`src/rtl/vga_sync_gen.sv`:
```
// Raster timing generator: pixel-rate divider, horizontal/vertical counters and
// registered sync/active/coordinate outputs that lag the counters by one clk_in.
module vga_sync_gen #(
  parameter int H_ACTIVE = 640,
  parameter int H_FP     = 16,
  parameter int H_SYNC   = 96,
  parameter int H_BP     = 48,
  parameter int V_ACTIVE = 480,
  parameter int V_FP     = 10,
  parameter int V_SYNC   = 2,
  parameter int V_BP     = 33,
  parameter int CLK_DIV  = 2,
  parameter int SYNC_POL = 0
) (
  input  logic       clk_in,
  input  logic       i_rst,
  output logic       o_hsync,
  output logic       o_vsync,
  output logic       o_active,
  output logic [9:0] o_x,
  output logic [8:0] o_y,
  output logic       o_pix_en,
  output logic       o_frame_start
);

  localparam int H_TOTAL = H_ACTIVE + H_FP + H_SYNC + H_BP;
  localparam int V_TOTAL = V_ACTIVE + V_FP + V_SYNC + V_BP;
  localparam int DIV_W   = (CLK_DIV > 1) ? $clog2(CLK_DIV) : 1;

  localparam logic [DIV_W-1:0] DIV_LAST = DIV_W'(CLK_DIV - 1);
  localparam logic [DIV_W-1:0] DIV_ONE  = DIV_W'(1);
  localparam logic [DIV_W-1:0] DIV_ZERO = {DIV_W{1'b0}};

  // 11-bit limits so a 1024-wide region still compares correctly against 10-bit counters
  localparam logic [10:0] H_ACT_END  = 11'(H_ACTIVE);
  localparam logic [10:0] H_SYNC_BEG = 11'(H_ACTIVE + H_FP);
  localparam logic [10:0] H_SYNC_END = 11'(H_ACTIVE + H_FP + H_SYNC);
  localparam logic [10:0] H_LAST     = 11'(H_TOTAL - 1);
  localparam logic [10:0] V_ACT_END  = 11'(V_ACTIVE);
  localparam logic [10:0] V_SYNC_BEG = 11'(V_ACTIVE + V_FP);
  localparam logic [10:0] V_SYNC_END = 11'(V_ACTIVE + V_FP + V_SYNC);
  localparam logic [10:0] V_LAST     = 11'(V_TOTAL - 1);
  localparam logic        SYNC_ON    = 1'(SYNC_POL);

  logic [DIV_W-1:0] r_div;
  logic [9:0]       r_h;
  logic [9:0]       r_v;

  logic [DIV_W-1:0] w_div_nxt;
  logic [9:0]       w_h_nxt;
  logic [9:0]       w_v_nxt;
  logic [10:0]      w_h_ext;
  logic [10:0]      w_v_ext;
  logic             w_div_last;
  logic             w_h_act;
  logic             w_v_act;
  logic             w_hs_on;
  logic             w_vs_on;
  logic             w_fs;

  assign w_h_ext = {1'b0, r_h};
  assign w_v_ext = {1'b0, r_v};

  // Counter advance: div every clock, h on the last div phase, v on the h wrap
  always_comb begin
    w_div_last = (r_div == DIV_LAST);
    w_div_nxt  = r_div;
    w_h_nxt    = r_h;
    w_v_nxt    = r_v;
    if (w_div_last) begin
      w_div_nxt = DIV_ZERO;
      if (w_h_ext == H_LAST) begin
        w_h_nxt = 10'd0;
        if (w_v_ext == V_LAST) begin
          w_v_nxt = 10'd0;
        end else begin
          w_v_nxt = r_v + 10'd1;
        end
      end else begin
        w_h_nxt = r_h + 10'd1;
      end
    end else begin
      w_div_nxt = r_div + DIV_ONE;
    end
  end

  // Position decode of the current counter state
  always_comb begin
    w_h_act = (w_h_ext < H_ACT_END);
    w_v_act = (w_v_ext < V_ACT_END);
    w_hs_on = (w_h_ext >= H_SYNC_BEG) && (w_h_ext < H_SYNC_END);
    w_vs_on = (w_v_ext >= V_SYNC_BEG) && (w_v_ext < V_SYNC_END);
    w_fs    = (r_div == DIV_ZERO) && (r_h == 10'd0) && (r_v == 10'd0);
  end

  // Counter state registers
  always_ff @(posedge clk_in or posedge i_rst) begin
    if (i_rst) begin
      r_div <= DIV_ZERO;
      r_h   <= 10'd0;
      r_v   <= 10'd0;
    end else begin
      r_div <= w_div_nxt;
      r_h   <= w_h_nxt;
      r_v   <= w_v_nxt;
    end
  end

  // Output registers carry the decode of the pre-edge state
  always_ff @(posedge clk_in or posedge i_rst) begin
    if (i_rst) begin
      o_hsync       <= ~SYNC_ON;
      o_vsync       <= ~SYNC_ON;
      o_active      <= 1'b0;
      o_x           <= 10'd0;
      o_y           <= 9'd0;
      o_pix_en      <= 1'b0;
      o_frame_start <= 1'b0;
    end else begin
      o_hsync       <= w_hs_on ? SYNC_ON : ~SYNC_ON;
      o_vsync       <= w_vs_on ? SYNC_ON : ~SYNC_ON;
      o_active      <= w_h_act && w_v_act;
      o_x           <= w_h_act ? r_h : 10'd0;
      o_y           <= w_v_act ? r_v[8:0] : 9'd0;
      o_pix_en      <= w_div_last;
      o_frame_start <= w_fs;
    end
  end

endmodule

```
`config.mk`:
```
export PLATFORM = sky130hd
export DESIGN_NAME = vga_sync_gen
export DESIGN_NICKNAME = d
export VERILOG_FILES = /design/src/rtl/vga_sync_gen.sv
export SDC_FILE = /design/constraint.sdc
export NUM_CORES = 1
export LEC_CHECK = 0
export CORE_UTILIZATION = 39
export CTS_BUF_LIST = sky130_fd_sc_hd__clkbuf_8
export DETAILED_ROUTE_END_ITERATION = 7
export GPL_ROUTABILITY_DRIVEN = 0
export PLACE_DENSITY_LB_ADDON = 0.15
export SLEW_MARGIN = 0
export SYNTH_ARGS = -nofsm -noshare
export SYNTH_HDL_FRONTEND = slang
export SYNTH_SLANG_ARGS = --single-unit
```
`constraint.sdc`:
```
create_clock -name clk_in -period 3 [get_ports clk_in]
set_input_delay 0.6 -clock clk_in [delete_from_list [all_inputs] [get_ports clk_in]]
set_output_delay 0.6 -clock clk_in [all_outputs]
set_load 0.02 [all_outputs]
```
# After elaboration in Yosys (flattened, before gate mapping)
# Cells that the tools add are included.
[word_totals]
regBits = 45
in_bits = 2
elab_cells = 37
[classes]
addsub = 3
magnitude_cmp = 6
eq_ne = 2
muxes = 7
n_bitwise = 1
reduce_logical = 8
[op_table]
columns = ["op", "count"]
rows = [
  ["two-way mux 10 bit", 3],
  ["adder 10 x 1 -> 10 bit (second input constant)", 2],
  ["== test 10 bit (second input constant)", 2],
  ["zero test 10 bit", 2],
  ["< comparator 10 bit (second input constant)", 2],
  ["< comparator 10 x 9 -> 1 bit (second input constant)", 2],
  ["greater-or-equal comparator 10 bit (second input constant)", 1],
  ["greater-or-equal comparator 10 x 9 -> 1 bit (second input constant)", 1],
  ["two-way mux 9 bit", 1],
  ["logical AND 1 bit", 5],
  ["two-way mux 1 bit", 3],
  ["AND reduction 2 bit", 1],
  ["adder 1 bit (second input constant)", 1],
  ["inverter 1 bit", 1],
]

# Longest topological paths before layout
[logic_depth]
depth_word = 3
mapped_depth = 6
mapped_depth_nobuf = 6

# Worst setup path after synthesis
# OpenSTA, ideal clock, no wires.
[synth_path]
path_type = "reg2reg"
from = "register r_h[0]"
to = "register r_v[9]"
arrival_ps = 1913
required_ps = 2924
path_slack_ps = 1011
stages_incl_launch_ff = 7
n_path_buf = 1
cell_sequence = "dfrtp_1 ha_1 nand4_4 or4_1 buf_2 or4_1 o21ai_1"
[synth_via]
elab_chain_len = 2
[synth_lines]
columns = ["item", "line", "rtl"]
rows = [
  ["start, declared", "46", "logic [9:0] r_h;"],
  ["start signal, assigned", "104", "r_h <= w_h_nxt;"],
  ["== test 10 bit", "72", "if (w_h_ext == H_LAST) begin"],
  ["AND reduction 2 bit (no source line)", "n/a", ""],
  ["end signal, assigned", "105", "r_v <= w_v_nxt;"],
  ["end, declared", "47", "logic [9:0] r_v;"],
]
# Every way passes these cells.
# A chain may end at the register's enable or synchronous reset.

# Worst setup path in the final report
# Ends and elaborated chain as after synthesis.

==> results.toml <==
[status]
status = "completed"

[power_and_ir_drop]
switching_power_mw = 0.205
pwr-share-clk_pct = 37.7
p_leak_nw = 1.04
irDropWorstVdd_mv = 0.175
power_frac_comb_pct = 1.3
sw_frac_of_total_pct = 20.6
internal-power_mw = 0.789
powerDensity_nw_per_um2 = 438
pwr-share-seq_pct = 60.9

[synth]
yosys_warnings = 0
synth_area_per_cell_um2 = 11.2
synthArstFlopShare_pct = 100
seq_area_frac_synth_pct = 59.5
synth_nets = 175
synthFlopType = "dfrtp_1"
syn-instance-count = 169
synth_edf_count = 0
synth-seq-cells = 45
synth_cell_types = 35
netlist_area_um2 = 1900

[worst_hold_path]
min_to = "r_v[7]"
holdPathStages = 1
hold_start = "r_v[7]"
hp-class = "reg -> reg"

[sta]
period_share_pct = 73.1
slew_viol_final = 0
worst_pin_slew_ps = 668
setup_tns_ps = 0
fin_crit_ps = 2190
max_clock_freq_mhz = 456
max_slew_margin_pct = 55.0
rsz0062_at_grt = "no"
final.setup_skew_ps = 4.71
setup_viol = 0
hold_viol_final = 0

[routing]
ant_nets = 0
vias = 1310
wl_per_cell_um = 14.5
wl_um = 3580
via_per_inst = 5.30
drc_errors = 0
drtIter0Drc = 95
firstDrtPassIters = 4

[grt]
antenna_found_initial = 0
grtUsageTotal_pct = 15.6
grt_pass1_wl_um = 6070
grt_pass1_vias = 1275
overflow = 0
grt_max_degree = 46

[clock_network]
cts_setup_buffers = 0
clock-sinks = 45
cts_made_buffers = 5
clock_latency_ps = 300
cts_hold_buffers = 0
htreeDepth = 2
tritoncts = "done"
clkTransAtPathRegs_ps = 80
clock-root-buffer = "clkbuf_8"
cts.repair.resized = 0
cts_buffer_depth = 2

[layout]
area_growth_pct = 19.9
multi_input_area_um2 = 697
register_area_um2 = 1130
layout_common_cells = "43 x dfrtp_1, 25 x clkdlybuf4s50_1, 16 x and2_1"
final_area_um2 = 2270
antenna_cells = 0
n_fill_cell = 407
drive_gt1_share_pct = 6.67
layout_commonest_cell = "dfrtp_1"
nets = 200

[placement]
portBuffers = 25
dp_hpwl_um = 2470
post_dp_cell_area_um2 = 2180

[worst_setup_path]
cp.arrival_ps = 2420
r2r-end = "r_v[9]"
crit_start = "r_h[0]"
worstSetupStartpointType = "register"
r2r_start = "r_h[0]"
setup.worst_path.end_class = "register"
r2r_cells = 5
worst-setup-path-type = "reg -> reg"
r2r_slack_ps = 810
cp.required_ps = 3230
cp_max_fo = 9

[floorplan]
core_um2 = 4500
die_x_um = 71.7
start_util_pct = 42.1
fp.dieArea_um2 = 5140
io-pin-count = 26
dieHeight_um = 71.7
row_count = 24

[run]
cap_violations = 0
==> power by group through the flow <==
stage	Clock [mW]	Sequential (mW)	Combinational, mW
floorplan	0	0.618	0.00887
global placement	0	0.618	0.0139
detailed placement	0	0.618	0.0145
CTS	0.384	0.606	0.0145
global route	0.413	0.606	0.0164
finish	0.375	0.606	0.0133
==> flip-flops by register name (all words and copies together) (netlist names) <==
signal and cells:
o_frame_start 1, o_active 1, o_pix_en 1, r_v 10
r_div 1, o_y 9, o_hsync 1, r_h 10
o_x 10, o_vsync 1
==> routing by layer <==
metal | wire, um | GRT usage (%) | share of wire, % | vias to the layer above
li1 | - | - | - | 624
met1 | 1700 | 20.9 | 47 | 646
met2 | 1670 | 23.4 | 47 | 36
met3 | 175 | 4.78 | 4.9 | 4
met4 | 39 | 6.97 | 1.1 | 0
met5 | 0 | 0 | 0 | -
==> worst max path at each step <==
stage / endpoint / slack (ps) / depth (start not counted)
2_1_floorplan: r_v[9] / 1010 / 6
3_3_place_gp: r_v[9] / 910 / 5
3_5_place_dp: r_v[9] / 830 / 5
4_1_cts: r_v[9] / 810 / 5
5_1_grt: r_v[9] / 700 / 5
6_report: r_v[9] / 810 / 5
==> through the flow <==
| step | worst slack (ps) | instances | utilization, % | hold slack [ps] | power (mW) |
|---|---|---|---|---|---|
| 4_1_cts | 805 | 247 | 50.4 | 528 | 1.00 |
| 3_3_place_gp | 913 | 239 | 48.4 | 500 | 0.632 |
| 5_1_grt | 700 | 247 | 50.4 | 552 | 1.04 |
| 6_report | 808 | 247 | 50.4 | 528 | 0.994 |
| 2_1_floorplan | 1010 | 169 | - | 349 | 0.627 |
| 3_5_place_dp | 834 | 239 | 48.4 | 517 | 0.633 |
==> critical path, stage by stage, from the launching register on <==
cell and delay [ps]:
dfrtp_1 430, ha_1 250, nand4_4 160, or4_1 660, or4_1 540, o21ai_1 80
==> cell type report <==
type	count	share of cell area, %
Clock buffer	6	3.63
Clock inverter	2	0.330
Inverter	7	1.16
Multi-Input combinational cell	108	30.7
Sequential cell	45	49.7
Tap cell	52	2.86
Timing Repair Buffer	27	11.7
==> Yosys cell counts (all sizes together) (3+ instances only) <==
master	count	area, um^2
a21oi	3	15.0
and2	17	108
and3	3	18.8
buf	5	27.5
clkbuf	4	16.3
dfrtp	43	1080
ha	4	50.1
inv	7	26.3
nand2	11	41.3
nand3	9	45.0
nand4	8	65.1
nor2	7	26.3
nor2b	4	25.0
nor3b	4	30.0
nor4	5	31.3
o21ai	7	35.0
or4	3	22.5
xnor2	6	52.6
xor2	5	43.8
==> cell families (layout without fill, tap and decap cells) <==
family | Yosys count | after routing | share of synthesized area (%)
buf+inv | 16 | 42 | 3.70
simple gates | 79 | 79 | 24.8
compound gates | 13 | 13 | 3.76
mux | 1 | 1 | 0.528
xor+xnor | 11 | 11 | 5.08
flops | 45 | 45 | 59.5
fa+ha+maj | 4 | 4 | 2.64
(Power assumes the default switching activity.)
